**config.mk**
```make
export PLATFORM = sky130hd
export DESIGN_NAME = mul8_shift_add
export DESIGN_NICKNAME = d
export VERILOG_FILES = /design/src/rtl/mul_pkg.sv /design/src/rtl/adder8bit.sv /design/src/rtl/mul8_shift_add.sv
export SDC_FILE = /design/constraint.sdc
export NUM_CORES = 1
export LEC_CHECK = 0
export CAP_MARGIN = 20
export CORE_ASPECT_RATIO = 0.5
export CORE_MARGIN = 4
export CORE_UTILIZATION = 55
export CTS_BUF_LIST = sky130_fd_sc_hd__clkbuf_8
export CTS_CLUSTER_SIZE = 16
export DETAILED_ROUTE_END_ITERATION = 10
export GPL_TIMING_DRIVEN = 0
export PLACE_DENSITY = 0.82
export SYNTH_ARGS = -nofsm -noshare
export SYNTH_HDL_FRONTEND = slang
export SYNTH_SLANG_ARGS = --single-unit
export TNS_END_PERCENT = 1
```
**constraint.sdc**
```tcl
create_clock -name clk -period 2.81 [get_ports clk]
set_clock_uncertainty 0.15 [all_clocks]
set_input_delay 0.562 -clock clk [delete_from_list [all_inputs] [get_ports clk]]
set_output_delay 0.562 -clock clk [all_outputs]
set_load 0.05 [all_outputs]
```
**src/rtl/mul_pkg.sv**
```systemverilog
// Shared types and constants for the shift-add multiplier.
package mul_pkg;

  localparam int MUL_W     = 8;
  localparam int MUL_ITERS = 8;

  typedef enum logic [1:0] {
    IDLE = 2'd0,
    CALC = 2'd1,
    DONE = 2'd2
  } mul_state_t;

endpackage

```
**src/rtl/adder8bit.sv**
```systemverilog
// Lab-series 8-bit ripple adder with carry in/out.
module adder8bit (
  input  logic [7:0] A,
  input  logic [7:0] B,
  input  logic       Cin,
  output logic [7:0] Sum,
  output logic       Cout
);

  // Full-width add; the carry lands in the ninth bit.
  assign {Cout, Sum} = {1'b0, A} + {1'b0, B} + {8'b0, Cin};

endmodule

```
**src/rtl/mul8_shift_add.sv**
```systemverilog
// Sequential 8x8 unsigned shift-add multiplier with a start/busy/done handshake.
//
// state | meaning
// ------+------------------------------------------------------------
// IDLE  | waiting for start; a/b captured on the accepting edge
// CALC  | eight add-and-shift iterations through adder8bit
// DONE  | one-cycle done pulse, product already valid
module mul8_shift_add
  import mul_pkg::*;
#(
  parameter int WIDTH  = MUL_W,
  parameter int ITER_W = 3
) (
  input  logic               clk,
  input  logic               rst,
  input  logic               start,
  input  logic [WIDTH-1:0]   a,
  input  logic [WIDTH-1:0]   b,
  output logic               busy,
  output logic               done,
  output logic [2*WIDTH-1:0] product
);

  // The adder instance is hard-wired to 8 bits, so any other width is illegal.
  if (WIDTH != 8) begin : g_width_check
    $error("mul8_shift_add: WIDTH must be 8");
  end

  mul_state_t        state, state_nxt;
  logic [WIDTH-1:0]  hi, lo, mcand;
  logic [ITER_W-1:0] cnt;
  logic              load, step, last;

  logic [WIDTH-1:0]  add_b;
  logic [WIDTH-1:0]  sum;
  logic              cout;

  assign add_b = lo[0] ? mcand : '0;
  assign last  = (cnt == ITER_W'(MUL_ITERS - 1));

  adder8bit u_add (
    .A    (hi),
    .B    (add_b),
    .Cin  (1'b0),
    .Sum  (sum),
    .Cout (cout)
  );

  // State register.
  always_ff @(posedge clk) begin
    if (rst) state <= IDLE;
    else     state <= state_nxt;
  end

  // Next-state and control decode.
  always_comb begin
    state_nxt = state;
    load      = 1'b0;
    step      = 1'b0;
    busy      = 1'b0;
    done      = 1'b0;
    unique case (state)
      IDLE: begin
        if (start) begin
          load      = 1'b1;
          state_nxt = CALC;
        end
      end
      CALC: begin
        busy = 1'b1;
        step = 1'b1;
        if (last) state_nxt = DONE;
      end
      DONE: begin
        busy      = 1'b1;
        done      = 1'b1;
        state_nxt = IDLE;
      end
      default: state_nxt = IDLE;
    endcase
  end

  // Datapath: operand capture, add-and-shift, and product latch on the final step.
  always_ff @(posedge clk) begin
    if (rst) begin
      hi      <= '0;
      lo      <= '0;
      mcand   <= '0;
      cnt     <= '0;
      product <= '0;
    end else if (load) begin
      hi    <= '0;
      lo    <= b;
      mcand <= a;
      cnt   <= '0;
    end else if (step) begin
      // {cout,sum,lo} shifted right by one; cout lands in the top of hi.
      hi  <= {cout, sum[WIDTH-1:1]};
      lo  <= {sum[0], lo[WIDTH-1:1]};
      cnt <= cnt + 1'b1;
      if (last) product <= {cout, sum, lo[WIDTH-1:1]};
    end
  end

endmodule
```
==> parameters.txt, run 1 <==
Parameter                              Value

Floorplan
  Height of the chip    ~53 microns
  Floorplan row count    16
  Horizontal extent of the die    about 100 microns
  Floorplan Core Area    around 3900 sq um
  Effective utilization at floorplan    0.574
  Area of the die    roughly 5200 sq um
  I/O Pins    37

Worst setup path
  Type of origin of the critical path    flip-flop
  Worst endpoint data arrival time    1.88 ns
  Worst-path fanout max    4
  Flop2flop setup slack    approximately 0.50 ns
  Depth of the worst register-to-register path    7
  Beginning of the worst register-to-register path    lo[0]
  Destination of the worst register-to-register timing path    product[15]
  Crit Path Category    flip-flop to output pin
  Setup crit end kind    output pin
  Data required time of the critical path    approximately 2.1 ns

STA
  Relative max-transition margin    0.640
  Sum of negative setup slack    0 ns
  Number of endpoints failing setup at the final stage    0
  Setup repair after global routing missed its margin    no
  Transition at the pin with the smallest max-transition slack    ~0.54 ns
  Endpoints failing hold    0
  Minimum clock period    around 2.6 ns
  FMAX    between 0.3 and 0.4 GHz
  Final period util    0.922
  Max-slew violations    0

Run status
  Outcome    complete, no violations

Cells and area
  Fill count    roughly 340
  Final-stage net count    between 300 and 400
  Layout cells sized above 1    0.0689
  Most frequent cells in the layout    sky130_fd_sc_hd__dfxtp_1, sky130_fd_sc_hd__nand2_1, sky130_fd_sc_hd__clkdlybuf4s50_1, sky130_fd_sc_hd__a21oi_1, sky130_fd_sc_hd__nor2_1
  Area Growth Syn to Fin    22.3%
  Area of all placed cells without fillers    between 2000 and 3000 sq um
  Count of antenna diodes in the layout    0
  Most common cell after layout, fill and taps aside    sky130_fd_sc_hd__dfxtp_1

Routing
  Final antenna-violating net count    0
  DRC errors left    0
  Number of optimization iterations in the first detailed-route pass    4
  Ratio of routed vias to standard cells    about 5.7
  Average detailed-routed wire length per instance    between 15 and 20 microns
  Vias    roughly 2,000
  Total wire length after detailed routing    roughly 5.5 mm
  Initial DRC Count    80

Clocking
  Clock Root Buffer    sky130_fd_sc_hd__clkbuf_8
  Maximum clock path buffer count    2
  TritonCTS clock tree    built
  Post-CTS Hold Fix Bufs    0
  Post-CTS setup-driven buffer insertion count    0
  Clk pin slew, worst setup/hold paths    0.09 ns
  CTS resizes    0
  Clock sink count    45
  CTS H-tree lvls    2
  Insertion delay to the later sink of the worst-skew pair    about 0.3 ns
  Clock buffer count from CTS    5

Hold path
  Hold Crit Depth    2
  Worst hold path class    flip-flop to flip-flop
  Startpoint of the tightest hold check path    mcand[1]
  Worst min-delay path endpoint    mcand[1]

Yosys
  Top-area cell type share of the netlist area    0.400
  Cell area after technology mapping    2250 sq um
  Cell type with the largest total area after synthesis    sky130_fd_sc_hd__dfxtp_1
  Gate Count Post-Synth    263
  Number of synthesized register bits    45
  Post-Synthesis Net Count    298
  Avg Synthesized Cell Area    approximately 8.6 sq um
  Async set or reset register ratio after synthesis    0
  Count of yosys warnings during synthesis    0
  Predominant post-synthesis flop cell    sky130_fd_sc_hd__dfxtp_1
  Leading post-synthesis cells by cell area    sky130_fd_sc_hd__dfxtp_1, sky130_fd_sc_hd__ha_1, sky130_fd_sc_hd__nand2_1
  Part of the Yosys area used for sequential elements    0.400
  Count of flip-flops with a built-in enable after synthesis    0
  Cell variety after synth    40

Power and ir drop
  Power Density    around 490 nW/um^2
  VDD IR max    ~0.27 mV
  LEAKAGE    1.05 nW

Place
  Final estimated routing congestion in global placement    roughly 0.93
  Placed instance area    roughly 2700 sq um
  HPWL after detailed placement    4.00 mm
  Number of input and output port buffers inserted    35

Global routing
  Overall fraction of global-route tracks in use    0.226
  Total gr overflow    0
  Number of antenna violations at the first check in global routing    0
  Pin count of the biggest net entering global routing    15
  Number of global-route vias before repair    ~2,100
  Wire length of the first global-routing pass    roughly 9.4 mm

Flow run
  Max-Cap Viols    0
==> layout make-up <==
| class | count | area [sq um] | area share |
|---|---|---|---|
| multi-input combinational | 197 | 1260 | 0.457 |
| sequential | 45 | 901 | 0.327 |
| timing repair buffer | 35 | 350 | 0.127 |
| buffer | 15 | 70.1 | 0.0254 |
| clock buffer | 5 | 68.8 | 0.0250 |
| tap | 54 | 67.6 | 0.0245 |
| inverter | 6 | 22.5 | 0.00817 |
| clock inverter | 2 | 16.3 | 0.00590 |
==> power breakdown <==
| part | total, mW | switching [mW] | internal (mW) |
|---|---|---|---|
| sequential | 0.696 | 0.0254 | 0.670 |
| clock | 0.403 | 0.231 | 0.172 |
| combinational | 0.245 | 0.141 | 0.104 |
==> routing by layer <==
layer  vias to the layer above  part of all wire  global-route usage
li1                       1006                 -                   -
met3                        12             0.064              0.0526
met4                         0             0.012              0.0522
met2                        68              0.45               0.388
met5                         -                 0                   0
met1                       957              0.47               0.293
==> logic make-up (layout without fill, tap and decap cells) <==
group                    after synthesis  after routing  synth area share
XOR/XNOR                               3              3            0.0117
flip-flops                            45             45             0.400
adder cells (fa/ha/maj)               16             16            0.0922
AND/OR/NAND/NOR                      105            105             0.220
AO/OA/AOI/OAI                         61             61             0.182
multiplexers                          12             12            0.0533
buffers and inverters                 21             63            0.0411
==> flip-flops by register name, indices dropped and copies added, names as in the netlist <==
| signal | flops |
|---|---|
| cnt | 3 |
| hi | 8 |
| lo | 8 |
| mcand | 8 |
| product | 16 |
| state | 2 |
==> critical path, cell delays in order, from the launching register on <==
cell	delay (ns)
sky130_fd_sc_hd__dfxtp_1	0.40
sky130_fd_sc_hd__inv_1	0.10
sky130_fd_sc_hd__ha_1	0.28
sky130_fd_sc_hd__clkdlybuf4s50_1	0.79
==> how the worst max path moves through the flow <==
stage               startpoint     endpoint  slack, ns
finish                state[0]         busy       0.22
global route          state[0]         busy       0.17
CTS                   state[0]         busy       0.20
detailed placement       lo[0]  product[15]       0.53
global placement         lo[0]  product[15]       0.57
floorplan                lo[0]  product[15]       0.78
==> metrics by stage <==
stage	std cells	hold WS, ns	setup slack (ns)	utilization	power [mW]
final	359	0.307	0.220	0.702	1.34
after global routing	359	0.323	0.169	0.702	1.41
after CTS	359	0.308	0.202	0.702	1.35
after detailed placement	352	0.296	0.533	0.680	0.952
after global placement	352	0.289	0.565	0.680	0.942
after floorplan	263	0.282	0.778	-	0.873
==> cells in the mapped netlist (2+ instances only) <==
cell and count:
sky130_fd_sc_hd__a211oi_1 10, sky130_fd_sc_hd__a31oi_1 3, sky130_fd_sc_hd__and2_1 10, sky130_fd_sc_hd__or3_1 2, sky130_fd_sc_hd__buf_2 7, sky130_fd_sc_hd__nand3b_1 4
sky130_fd_sc_hd__nand3_1 15, sky130_fd_sc_hd__nor2b_1 2, sky130_fd_sc_hd__mux2i_1 12, sky130_fd_sc_hd__o2111a_1 2, sky130_fd_sc_hd__o2111ai_1 2, sky130_fd_sc_hd__inv_1 5
sky130_fd_sc_hd__dfxtp_1 45, sky130_fd_sc_hd__nand2_1 42, sky130_fd_sc_hd__nand2b_1 2, sky130_fd_sc_hd__nor3_1 6, sky130_fd_sc_hd__a21o_1 2, sky130_fd_sc_hd__ha_1 15
sky130_fd_sc_hd__a21oi_2 2, sky130_fd_sc_hd__xnor2_1 2, sky130_fd_sc_hd__o21ai_0 9, sky130_fd_sc_hd__nor2_1 17, sky130_fd_sc_hd__nor4b_1 2, sky130_fd_sc_hd__clkbuf_1 7
sky130_fd_sc_hd__a21oi_1 23
Power figures use the tool's default switching activity.
==> inputs of run 2 (changes only) <==
Settings changed: CORE_UTILIZATION 55 to 50, PLACE_DENSITY 0.82 to 0.79.
Clock period 2.81 ns to 2.1 ns, I/O delays scaled along.
==> run 2 against run 1 <==
Clock power increased by 31%. Combinational power increased by 38%. Design area increased by 3.6%. Sequential cell count unchanged. Routed wire length increased by 6.1%. Setup slack got worse by 0.20 ns. First-iteration DRC count increased by 30%. Via count increased by 3.3%. Die area increased by 8.8%. Largest power group unchanged.
==> parameters.txt, run 2 (synthesis gave the netlist of run 1 again) <==
Parameter                              Value

Run status
  Outcome    complete, no violations

Worst setup path
  Worst-path fanout max    6 (+2)
  Setup crit end kind    flip-flop
  Cell family with the largest share of critical-path delay    adder cells
  Crit Path Category    flip-flop to flip-flop
  Master of the slowest instance on the critical path    sky130_fd_sc_hd__fa_2
  Critical path origin    lo[0]
  Type of origin of the critical path    flip-flop
  Data required time of the critical path    2.11 ns (about the same)
  CP bufs+invs    0 (-2)
  Ordered cell list for the critical path    and2_1, ha_4, fa_2, a21o_4, a21oi_2, xor2_1, o31ai_1
  Worst endpoint data arrival time    2.09 ns (+0.21 ns)
  Beginning of the worst register-to-register path    lo[0]
  Biggest cell delay along the critical path    0.38 ns (-0.41 ns)

Clocking
  Clock Root Buffer    sky130_fd_sc_hd__clkbuf_8
  CTS H-tree lvls    2 (unchanged)
  TritonCTS clock tree    built
  Post-CTS Hold Fix Bufs    0 (unchanged)
  Clk pin slew, worst setup/hold paths    0.09 ns (about the same)
  Insertion delay to the later sink of the worst-skew pair    0.30 ns (about the same)
  Clock buffer count from CTS    5 (unchanged)
  Clock sink count    45 (unchanged)
  Maximum clock path buffer count    2 (unchanged)

Cells and area
  Layout cells sized above 1    0.126 (+0.0570)
  Fin cells    364 (+1.4%)
  Final standard cell utilization of the core    0.692 (-0.0101)
  Most common cell after layout, fill and taps aside    sky130_fd_sc_hd__dfxtp_1
  Number of flip-flops in the largest register    16 (unchanged)
  Count of antenna diodes in the layout    0 (unchanged)
  Area Growth Syn to Fin    26.7%
  Fill count    329 (-2.9%)
  Register bank with the most flops    product
  Most frequent cells in the layout    sky130_fd_sc_hd__dfxtp_1, sky130_fd_sc_hd__nand2_1, sky130_fd_sc_hd__clkdlybuf4s50_1, sky130_fd_sc_hd__a21oi_1, sky130_fd_sc_hd__nor2_1
  Final-stage net count    345 (+1.5%)

STA
  FMAX    0.480 GHz
  Post-route worst hold slack    0.307 ns (-0.000584 ns)
  Number of endpoints failing setup at the final stage    0 (unchanged)
  Max-slew violations    0 (unchanged)
  Relative max-transition margin    0.640 (about the same)
  Setup repair after global routing missed its margin    yes
  Transition at the pin with the smallest max-transition slack    0.540 ns (+0.0000430 ns)
  Endpoints failing hold    0 (unchanged)
  Minimum clock period    ~2.1 ns
  Final period util    0.992

Power and ir drop
  VDD IR max    0.411 mV (+52%)
  Power Density    630 nW/um^2 (+29%)
  LEAKAGE    1.07 nW (+1.8%)
  Post-layout power    1.80 mW (+34%)

Place
  Dpl cells    352 (unchanged)
  HPWL after detailed placement    4.12 mm (+3.0%)
  Final estimated routing congestion in global placement    0.888 (-4.6%)
  Number of input and output port buffers inserted    35 (unchanged)

Routing
  Initial DRC Count    104 (+30%)
  Number of optimization iterations in the first detailed-route pass    4 (unchanged)
  DRC errors left    0 (unchanged)
  Average detailed-routed wire length per instance    16.0 microns (+4.7%)
  Total wire length after detailed routing    5.82 mm (+6.1%)
  Vias    2,110 (+3.3%)
  Final antenna-violating net count    0 (unchanged)
  Ratio of routed vias to standard cells    5.80 (+1.9%)

Global routing
  Wire length of the first global-routing pass    9.54 mm (+1.8%)
  Overall fraction of global-route tracks in use    0.209 (-0.0175)
  Pin count of the biggest net entering global routing    15 (unchanged)
  Number of global-route vias before repair    2,085 (+0.87%)
  Total gr overflow    0 (unchanged)
  Number of antenna violations at the first check in global routing    0 (unchanged)

Floorplan
  Height of the chip    55.5 microns (+4.1%)
  Floorplan Core Area    4120 sq um (+5.1%)
  Area of the die    5710 sq um (+8.8%)
  I/O Pins    37 (unchanged)
  Horizontal extent of the die    103 microns (+4.5%)
  Floorplan row count    16 (unchanged)
  Effective utilization at floorplan    0.546 (-0.0279)

Flow run
  Max-Cap Viols    0 (unchanged)

Hold path
  Worst hold path class    flip-flop to flip-flop
  Startpoint of the tightest hold check path    product[7]
==> run 2: changes by cell type in the layout (fill, tap and decap cells not counted), sizes merged <==
cell	before	now
clkdlybuf4s50	35	33
buf	7	11
clkdlybuf4s15	0	1
dlygate4sd2	0	1
clkbuf	12	13
==> run 2: worst register-to-register path, cell delays in order (launching register included) <==
cell	delay (ns)
sky130_fd_sc_hd__dfxtp_4	0.37
sky130_fd_sc_hd__and2_1	0.16
sky130_fd_sc_hd__ha_4	0.18
sky130_fd_sc_hd__fa_2	0.38
sky130_fd_sc_hd__a21o_4	0.24
sky130_fd_sc_hd__a21oi_2	0.16
sky130_fd_sc_hd__xor2_1	0.22
sky130_fd_sc_hd__o31ai_1	0.09
==> run 2: cell type report <==
class	count	area (sq um)	share of cell area
Buffer	15	70.1	0.0246
Clock buffer	5	68.8	0.0241
Inverter	6	22.5	0.00789
Timing Repair Buffer	40	385	0.135
Sequential cell	45	905	0.317
Clock inverter	2	16.3	0.00570
Tap cell	54	67.6	0.0237
Multi-Input combinational cell	197	1320	0.462
==> run 2: what timing repair did <==
action / in CTS / in global routing
resized for setup: 9 / 14
setup buffers: 0 / 5
pin swaps: 0 / 6
endpoints found under the setup margin: 9 / 10
==> run 2: path summary, 6_finish.rpt <==
kind | end | slack (ns) | cells after the start
max reg2reg | product[11] | 0.02 | 7
max | product[11] | 0.02 | 7
min reg2reg | product[7] | 0.31 | 2
min | product[7] | 0.31 | 2
==> run 2: metrics by stage <==
step	TNS, ns	cell area, sq um	worst slack [ns]
floorplan	0	2250	0.0685
global placement	-0.329	2670	-0.141
detailed placement	-0.543	2670	-0.163
CTS	0	2780	0.00452
global route	-0.0929	2850	-0.0454
finish	0	2850	0.0175
==> run 2: report_power, final <==
part | total (mW) | internal, mW | switching (mW)
clock | 0.528 | 0.230 | 0.298
combinational | 0.339 | 0.144 | 0.195
sequential | 0.932 | 0.897 | 0.0349
==> run 2: metal layers <==
metal / share of wire / wire length (microns) / up-vias / track usage
li1: - / - / 1017 / -
met1: 0.43 / 2520 / 996 / 0.262
met2: 0.47 / 2740 / 85 / 0.355
met3: 0.078 / 455 / 12 / 0.0578
met4: 0.017 / 101 / 0 / 0.0461
met5: 0 / 0 / - / 0
==> inputs of run 3 (changes only) <==
Settings changed: CTS_BUF_LIST sky130_fd_sc_hd__clkbuf_8 to sky130_fd_sc_hd__clkbuf_4 sky130_fd_sc_hd__clkbuf_8.
==> results of run 3 <==
The final DEF is identical to that of run 2; final timing and power are the same.
